[src/rtl/router_port_tx_if.sv]
// Upstream byte stream and router serial-port signals of one router_port_tx.
// master: upstream source / router side; slave: the transmitter.
interface router_port_tx_if #(
    parameter int ADDR_W = 4
) ();
    logic              s_valid;
    logic              s_ready;
    logic [7:0]        s_data;
    logic              s_last;
    logic [ADDR_W-1:0] s_dst;
    logic              o_frame;
    logic              o_valid;
    logic              o_data;
    logic              i_grant;
    logic              o_busy;
    logic              o_timeout;

    modport master (
        output s_valid, s_data, s_last, s_dst, i_grant,
        input  s_ready, o_frame, o_valid, o_data, o_busy, o_timeout
    );

    modport slave (
        input  s_valid, s_data, s_last, s_dst, i_grant,
        output s_ready, o_frame, o_valid, o_data, o_busy, o_timeout
    );
endinterface

[src/rtl/router_port_tx.sv]
// Router ingress transmitter: address header, pad/wait-for-grant, LSB-first payload.
// Optional grant timeout with packet drop: define ROUTER_TX_GNT_TIMEOUT_EN.
module router_port_tx #(
    parameter int ADDR_W      = 4,
    parameter int PAD_MIN     = 1,
    parameter int GNT_TIMEOUT = 64
) (
    input logic              clk,
    input logic              reset_n,
    router_port_tx_if.slave  bus
);
    localparam int AW = (ADDR_W > 1) ? $clog2(ADDR_W) : 1;
    localparam int PW = (GNT_TIMEOUT > 0) ? $clog2(GNT_TIMEOUT + 1) : 1;
    localparam logic [AW-1:0] ADDR_LAST = AW'(ADDR_W - 1);
    // pad_cnt holds PAD cycles already spent, so grant counts from the PAD_MIN-th cycle on
    localparam logic [PW-1:0] PAD_THR = PW'((PAD_MIN > 0) ? PAD_MIN - 1 : 0);
    localparam logic [PW-1:0] PAD_SAT = {PW{1'b1}};
`ifdef ROUTER_TX_GNT_TIMEOUT_EN
    localparam logic [PW-1:0] TMO_THR = PW'(GNT_TIMEOUT - 1);
`endif

    typedef enum logic [2:0] {
        IDLE,
        ADDR,
        PAD,
        DATA,
        GAP
`ifdef ROUTER_TX_GNT_TIMEOUT_EN
        , DROP
`endif
    } state_t;

    state_t            state;
    logic [7:0]        byte_q;
    logic              last_q;
    logic [ADDR_W-1:0] dst_q;
    logic [AW-1:0]     addr_cnt;
    logic [2:0]        bit_cnt;
    logic [PW-1:0]     pad_cnt;
    logic              frame_q;
    logic              valid_q;
    logic              data_q;
    logic              busy_q;
`ifdef ROUTER_TX_GNT_TIMEOUT_EN
    logic              tmo_q;
`endif

    logic          ready;
    logic          xfer;
    logic          grant_ok;
    logic [AW-1:0] addr_nxt;
    logic [2:0]    bit_nxt;

    always_comb begin
        ready = 1'b0;
        case (state)
            IDLE, GAP: ready = 1'b1;
            DATA:      ready = (bit_cnt == 3'd7) && !last_q;
`ifdef ROUTER_TX_GNT_TIMEOUT_EN
            DROP:      ready = 1'b1;
`endif
            default:   ready = 1'b0;
        endcase
    end

    assign xfer     = bus.s_valid && ready;
    assign grant_ok = (pad_cnt >= PAD_THR) && bus.i_grant;
    assign addr_nxt = addr_cnt + 1'b1;
    assign bit_nxt  = bit_cnt + 3'd1;

    always_ff @(posedge clk) begin
        if (!reset_n) begin
            state    <= IDLE;
            byte_q   <= '0;
            last_q   <= 1'b0;
            dst_q    <= '0;
            addr_cnt <= '0;
            bit_cnt  <= '0;
            pad_cnt  <= '0;
            frame_q  <= 1'b0;
            valid_q  <= 1'b0;
            data_q   <= 1'b0;
            busy_q   <= 1'b0;
`ifdef ROUTER_TX_GNT_TIMEOUT_EN
            tmo_q    <= 1'b0;
`endif
        end else begin
`ifdef ROUTER_TX_GNT_TIMEOUT_EN
            tmo_q <= 1'b0;
`endif
            case (state)
                IDLE: begin
                    if (xfer) begin
                        byte_q   <= bus.s_data;
                        last_q   <= bus.s_last;
                        dst_q    <= bus.s_dst;
                        addr_cnt <= '0;
                        state    <= ADDR;
                        frame_q  <= 1'b1;
                        valid_q  <= 1'b0;
                        data_q   <= bus.s_dst[0];
                        busy_q   <= 1'b1;
                    end
                end
                ADDR: begin
                    if (addr_cnt == ADDR_LAST) begin
                        state   <= PAD;
                        pad_cnt <= '0;
                        data_q  <= 1'b0;
                    end else begin
                        addr_cnt <= addr_nxt;
                        data_q   <= dst_q[addr_nxt];
                    end
                end
                PAD: begin
                    if (grant_ok) begin
                        state   <= DATA;
                        bit_cnt <= '0;
                        valid_q <= 1'b1;
                        data_q  <= byte_q[0];
`ifdef ROUTER_TX_GNT_TIMEOUT_EN
                    end else if (pad_cnt == TMO_THR) begin
                        // a single-byte packet has nothing left to drain upstream
                        tmo_q   <= 1'b1;
                        frame_q <= 1'b0;
                        state   <= last_q ? IDLE : DROP;
                        busy_q  <= !last_q;
`endif
                    end else if (pad_cnt != PAD_SAT) begin
                        pad_cnt <= pad_cnt + 1'b1;
                    end
                end
                DATA: begin
                    if (bit_cnt == 3'd7) begin
                        bit_cnt <= '0;
                        if (last_q) begin
                            state   <= IDLE;
                            valid_q <= 1'b0;
                            data_q  <= 1'b0;
                            busy_q  <= 1'b0;
                        end else if (xfer) begin
                            byte_q  <= bus.s_data;
                            last_q  <= bus.s_last;
                            data_q  <= bus.s_data[0];
                        end else begin
                            state   <= GAP;
                            valid_q <= 1'b0;
                            data_q  <= 1'b0;
                        end
                    end else begin
                        // frame falls together with the final bit of the last byte
                        bit_cnt <= bit_nxt;
                        data_q  <= byte_q[bit_nxt];
                        frame_q <= !(last_q && (bit_nxt == 3'd7));
                    end
                end
                GAP: begin
                    if (xfer) begin
                        byte_q  <= bus.s_data;
                        last_q  <= bus.s_last;
                        bit_cnt <= '0;
                        state   <= DATA;
                        valid_q <= 1'b1;
                        data_q  <= bus.s_data[0];
                    end
                end
`ifdef ROUTER_TX_GNT_TIMEOUT_EN
                DROP: begin
                    if (xfer && bus.s_last) begin
                        state  <= IDLE;
                        busy_q <= 1'b0;
                    end
                end
`endif
                default: state <= IDLE;
            endcase
        end
    end

    assign bus.s_ready = ready;
    assign bus.o_frame = frame_q;
    assign bus.o_valid = valid_q;
    assign bus.o_data  = data_q;
    assign bus.o_busy  = busy_q;
`ifdef ROUTER_TX_GNT_TIMEOUT_EN
    assign bus.o_timeout = tmo_q;
`else
    assign bus.o_timeout = 1'b0;
`endif
endmodule
[src/flat_wrapper.sv]
// flat-port wrapper written by rule: the top's interface ports become plain ports
module router_port_tx_flat 
#(
    parameter int ADDR_W      = 4,
    parameter int PAD_MIN     = 1,
    parameter int GNT_TIMEOUT = 64
)
  (clk, reset_n, bus_s_valid, bus_s_data, bus_s_last, bus_s_dst, bus_i_grant, bus_s_ready, bus_o_frame, bus_o_valid, bus_o_data, bus_o_busy, bus_o_timeout);
  router_port_tx_if #(.ADDR_W(ADDR_W)) bus_i ();
  input logic clk;
  input logic reset_n;
  input wire logic [$bits(bus_i.s_valid)-1:0] bus_s_valid;
  input wire logic [$bits(bus_i.s_data)-1:0] bus_s_data;
  input wire logic [$bits(bus_i.s_last)-1:0] bus_s_last;
  input wire logic [$bits(bus_i.s_dst)-1:0] bus_s_dst;
  input wire logic [$bits(bus_i.i_grant)-1:0] bus_i_grant;
  output wire logic [$bits(bus_i.s_ready)-1:0] bus_s_ready;
  output wire logic [$bits(bus_i.o_frame)-1:0] bus_o_frame;
  output wire logic [$bits(bus_i.o_valid)-1:0] bus_o_valid;
  output wire logic [$bits(bus_i.o_data)-1:0] bus_o_data;
  output wire logic [$bits(bus_i.o_busy)-1:0] bus_o_busy;
  output wire logic [$bits(bus_i.o_timeout)-1:0] bus_o_timeout;
  assign bus_i.s_valid = bus_s_valid;
  assign bus_i.s_data = bus_s_data;
  assign bus_i.s_last = bus_s_last;
  assign bus_i.s_dst = bus_s_dst;
  assign bus_i.i_grant = bus_i_grant;
  assign bus_s_ready = bus_i.s_ready;
  assign bus_o_frame = bus_i.o_frame;
  assign bus_o_valid = bus_i.o_valid;
  assign bus_o_data = bus_i.o_data;
  assign bus_o_busy = bus_i.o_busy;
  assign bus_o_timeout = bus_i.o_timeout;
  router_port_tx #(.ADDR_W(ADDR_W), .PAD_MIN(PAD_MIN), .GNT_TIMEOUT(GNT_TIMEOUT)) u_core (.clk(clk), .reset_n(reset_n), .bus(bus_i));
endmodule
[config.mk]
export PLATFORM = sky130hd
export DESIGN_NAME = router_port_tx_flat
export DESIGN_NICKNAME = d
export VERILOG_FILES = /design/src/rtl/router_port_tx_if.sv /design/src/rtl/router_port_tx.sv /design/src/flat_wrapper.sv
export SDC_FILE = /design/constraint.sdc
export NUM_CORES = 1
export LEC_CHECK = 0
export ABC_AREA = 1
export CELL_PAD_IN_SITES_DETAIL_PLACEMENT = 1
export CELL_PAD_IN_SITES_GLOBAL_PLACEMENT = 2
export CORE_ASPECT_RATIO = 0.9
export CORE_MARGIN = 2
export CORE_UTILIZATION = 28
export DETAILED_ROUTE_END_ITERATION = 7
export PLACE_DENSITY = 0.75
export SLEW_MARGIN = 15
export SYNTH_ARGS = -nofsm -noshare
export SYNTH_HDL_FRONTEND = slang
export SYNTH_SLANG_ARGS = --single-unit
[constraint.sdc]
create_clock -name clk -period 2 [get_ports clk]
set_input_delay 0.5 -clock clk [delete_from_list [all_inputs] [get_ports clk]]
set_output_delay 0.5 -clock clk [all_outputs]
set_load 0.02 [all_outputs]
==> tab_implementation.tex <==
\begin{tabular}{lr}
\hline
Metric & Value \\
\hline
\multicolumn{2}{l}{\textbf{Detailed routing}} \\
\quad Total DRC errors in the routed layout & 0 \\
\quad Number of vias in the routed layout & 1,305 \\
\quad Number of design-rule violations left by the first detailed-router iteration & 49 \\
\quad Avg Vias per Cell & 4.61 \\
\quad Total Routed Length & 3450 µm \\
\quad Antenna-violating nets left & 0 \\
\quad Count of TritonRoute iterations in the first routing pass & 4 \\
\quad Routed wire length per instance & 12.2 µm \\
\multicolumn{2}{l}{\textbf{Floorplanning}} \\
\quad Area inside the core boundary & 4400 µm² \\
\quad Die height & 68.0 µm \\
\quad IO Count & 23 \\
\quad Initial cell density of the core & 0.290 \\
\quad Standard-cell row count & 23 \\
\quad Chip Width & 75.1 µm \\
\quad Die area & 5110 µm² \\
\multicolumn{2}{l}{\textbf{Setup path}} \\
\quad Series of cell instances along the critical path & inv\_2 > nand3\_2 > nor2\_2 > nand2\_1 > nand2\_2 > clkbuf\_2 \\
\quad Minimum setup slack among reg-to-reg paths & 0.33 ns \\
\quad Worst setup startpoint & u\_core.state[2] \\
\quad Endpoint kind of the worst setup timing path & output port \\
\quad Worst flop-to-flop path startpoint & u\_core.bit\_cnt[0] \\
\quad Crit path launch type & flop \\
\quad Top delay family on crit path & simple AND/OR/NAND/NOR gates \\
\quad Buffering stage count on the worst path with inverters included & 2 \\
\quad R2R depth & 11 \\
\quad Critical Setup Path Class & reg -> out \\
\quad Reg2reg end & u\_core.bus.o\_data \\
\quad Worst endpoint data arrival time & 1.31 ns \\
\quad Maximum cell stage delay along the critical path & 0.36 ns \\
\quad Slowest CP cell & sky130\_fd\_sc\_hd\_\_dfxtp\_1 \\
\quad Critical path fanouts, max & 6 \\
\quad Required time at the endpoint of the critical path & 1.50 ns \\
\multicolumn{2}{l}{\textbf{Global routing}} \\
\quad Number of global-route vias before repair & 1,274 \\
\quad Total global-route track usage & 0.152 \\
\quad Total congestion overflow & 0 \\
\quad Maximum number of pins on one net before global-route repair & 16 \\
\quad Global-route wire length before repair & 5870 µm \\
\quad Initial antenna violation count & 0 \\
\multicolumn{2}{l}{\textbf{Synth}} \\
\quad Number of instances in the synthesized netlist & 190 \\
\quad Unique masters post-synth & 26 \\
\quad Dominant register cell in the synthesized netlist & sky130\_fd\_sc\_hd\_\_dfxtp\_1 \\
\quad Net count after synthesis & 211 \\
\quad Cell taking the most area after synthesis & sky130\_fd\_sc\_hd\_\_dfxtp\_1 \\
\quad Cell types occupying the most area after synthesis & sky130\_fd\_sc\_hd\_\_dfxtp\_1 39\%, sky130\_fd\_sc\_hd\_\_nand2\_1 12\%, sky130\_fd\_sc\_hd\_\_nor2\_1 7.7\%, sky130\_fd\_sc\_hd\_\_o21ai\_0 7.1\%, sky130\_fd\_sc\_hd\_\_a21oi\_1 6.7\% \\
\quad Count of flip-flops with a built-in enable after synthesis & 0 \\
\quad Synthesized area per cell & 6.71 µm² \\
\quad Share of the synthesized area in the top cell type & 0.393 \\
\quad Dominant cell by count in the synthesized netlist & sky130\_fd\_sc\_hd\_\_nand2\_1 \\
\quad Share of async-settable or async-resettable flops after synthesis & 0 \\
\quad Share of the yosys chip area belonging to registers & 0.393 \\
\quad List of most frequent post-synthesis cells & 41 x sky130\_fd\_sc\_hd\_\_nand2\_1, 26 x sky130\_fd\_sc\_hd\_\_nor2\_1, 25 x sky130\_fd\_sc\_hd\_\_dfxtp\_1 \\
\quad Total standard cell area after synthesis & 1270 µm² \\
\quad Number of storage elements in the synthesis netlist & 25 \\
\quad Count of warnings emitted by yosys & 0 \\
\multicolumn{2}{l}{\textbf{Clock tree}} \\
\quad Clock latency on the worst-skew pair & 0.27 ns \\
\quad Clock tree from TritonCTS & built \\
\quad Cell chosen for the clock root & sky130\_fd\_sc\_hd\_\_clkbuf\_8 \\
\quad Clock-pin slew on the worst setup and hold paths & 0.09 ns \\
\quad Number of clock sinks seen by CTS & 25 \\
\quad Total number of H-tree levels & 1 \\
\quad Hold Buf Count CTS & 0 \\
\quad \# Post-CTS Setup Buffers & 0 \\
\quad Clock buffer count from CTS & 3 \\
\quad Maximum root-to-sink buffer count & 2 \\
\multicolumn{2}{l}{\textbf{Hold path}} \\
\quad Worst Hold Depth & 2 \\
\quad Worst min-delay path startpoint & u\_core.dst\_q[1] \\
\quad Worst hold path type & reg -> reg \\
\quad Destination of the worst hold path & u\_core.dst\_q[1] \\
\multicolumn{2}{l}{\textbf{STA}} \\
\quad Setup Viol. Count Final & 0 \\
\quad Unrepaired setup endpoints after global routing & false \\
\quad Achievable clock frequency & 552 MHz \\
\quad Final slew viol count & 0 \\
\quad Min Clock Period, post-route & 1.81 ns \\
\quad Hold Fails Final Rpt & 0 \\
\quad Minimum hold slack & 0.458 ns \\
\quad Period utilization & 0.905 \\
\quad Setup TNS & 0 ns \\
\quad Clk\_skew & 0.00219 ns \\
\multicolumn{2}{l}{\textbf{Finish}} \\
\quad Fill cell total of the finished layout & 579 \\
\quad Number of nets at the end of the flow & 243 \\
\quad Post-synthesis to final-layout area growth & 30.0\% \\
\quad \# diodes & 0 \\
\quad Share of layout cells above drive strength 1 & 0.113 \\
\multicolumn{2}{l}{\textbf{Power}} \\
\quad Leakage dissipation & 0.000749 µW \\
\quad PnR Total Power & 1840 µW \\
\quad Power density over the cells & 1110 nW/µm² \\
\quad Peak supply drop & 343 µV \\
\multicolumn{2}{l}{\textbf{Placement}} \\
\quad GP Congestion & 0.831 \\
\quad HPWL Detailed & 2820 µm \\
\quad Count of input and output buffers & 21 \\
\multicolumn{2}{l}{\textbf{Run}} \\
\quad Number of max-cap violations & 0 \\
\multicolumn{2}{l}{\textbf{Run status}} \\
\quad Status & complete, no violations \\
\hline
\end{tabular}
[cell families (layout without fill, tap and decap cells)]
group	count (synthesis)	in the layout	synth area share
and+or+nand+nor	94	94	0.324
AOI/OAI and AO/OA	38	38	0.153
buffers and inverters	28	59	0.0883
DFF	25	25	0.393
adders and majority gates	4	4	0.0393
other	1	1	0.00294
[final cells by class]
class                      count  area [µm²]  area share
multi-input combinational    137         664       0.401
sequential                    25         500       0.302
timing repair buffer          30         273       0.165
inverter                      25        96.3      0.0581
tap                           62        77.6      0.0468
clock buffer                   3        41.3      0.0249
clock inverter                 1        5.00     0.00302
[power breakdown]
part           switching, µW  total [µW]  leakage [µW]  internal, µW
sequential              73.5         688      0.000206           614
clock                    164         303     0.0000255           140
combinational            510         850      0.000517           340
[worst max path at each step]
stage / to / slack [ns] / cells past startpoint
2_1_floorplan: u_core.state[0] / 0.55 / 9
3_3_place_gp: bus_s_ready / 0.03 / 6
3_5_place_dp: bus_s_ready / 0.002 / 4
4_1_cts: bus_s_ready / 0.003 / 6
5_1_grt: bus_s_ready / 0.05 / 6
6_report: bus_s_ready / 0.19 / 6
[tightest hold or removal path: stages, from the launching register on]
cell and delay, ns:
sky130_fd_sc_hd__dfxtp_1 0.31, sky130_fd_sc_hd__inv_1 0.06, sky130_fd_sc_hd__a21oi_1 0.05
[placed cells by master, fill, tap and decap left out]
cell type / netlist / final
sky130_fd_sc_hd__inv_2: 1 / 1
sky130_fd_sc_hd__nand2_4: 1 / 1
sky130_fd_sc_hd__nand2_2: 2 / 2
sky130_fd_sc_hd__clkinv_1: 1 / 1
sky130_fd_sc_hd__inv_1: 22 / 22
sky130_fd_sc_hd__a21oi_1: 17 / 17
sky130_fd_sc_hd__o21ai_1: 1 / 1
sky130_fd_sc_hd__nand2_1: 41 / 41
sky130_fd_sc_hd__clkbuf_8: 0 / 3
sky130_fd_sc_hd__ha_1: 4 / 4
sky130_fd_sc_hd__nand3b_1: 1 / 1
sky130_fd_sc_hd__conb_1: 1 / 1
sky130_fd_sc_hd__a211oi_1: 1 / 1
sky130_fd_sc_hd__o211ai_1: 1 / 1
sky130_fd_sc_hd__o21ai_0: 18 / 18
sky130_fd_sc_hd__dfxtp_1: 25 / 25
sky130_fd_sc_hd__clkbuf_2: 0 / 1
sky130_fd_sc_hd__buf_4: 1 / 9
sky130_fd_sc_hd__or2_2: 1 / 1
sky130_fd_sc_hd__inv_4: 1 / 1
sky130_fd_sc_hd__clkinv_2: 0 / 1
sky130_fd_sc_hd__nor2_1: 26 / 25
sky130_fd_sc_hd__nand4_1: 1 / 1
sky130_fd_sc_hd__nor3_1: 1 / 1
sky130_fd_sc_hd__nor2_2: 2 / 3
sky130_fd_sc_hd__clkdlybuf4s50_1: 0 / 20
sky130_fd_sc_hd__nand3_2: 2 / 2
sky130_fd_sc_hd__nand3_1: 16 / 16
[metrics by stage]
step | util | instance area, µm² | setup WS (ns) | cells
after floorplan | - | 1270 | 0.555 | 190
after global placement | 0.367 | 1610 | 0.0302 | 279
after detailed placement | 0.367 | 1610 | 0.00220 | 279
after CTS | 0.377 | 1660 | 0.00314 | 283
after global routing | 0.377 | 1660 | 0.0492 | 283
final | 0.377 | 1660 | 0.190 | 283
[state kept, by name, summed over array words and instances, names as in the netlist]
name and flops:
u_core.addr_cnt 2, u_core.bit_cnt 3, u_core.bus.o_busy 1, u_core.bus.o_data 1, u_core.bus.o_frame 1, u_core.bus.o_valid 1, u_core.byte_q 8, u_core.dst_q 4
u_core.last_q 1, u_core.state 3
[timing repair]
| item | in CTS | in global routing |
|---|---|---|
| resized for setup | 2 | 2 |
| gates cloned | 0 | 0 |
| hold endpoints to repair | 0 | 0 |
| endpoints found under the setup margin | 1 | 1 |
| pin swaps | 0 | 0 |
[routing by layer]
metal / vias to the layer above / GRT usage / wire length [µm]
met5: - / 0 / 0
met4: 0 / 0.0329 / 23
met3: 4 / 0.0309 / 103
met2: 14 / 0.281 / 1790
met1: 616 / 0.180 / 1530
li1: 671 / - / -
No activity file was read; power rests on OpenSTA's default activity.
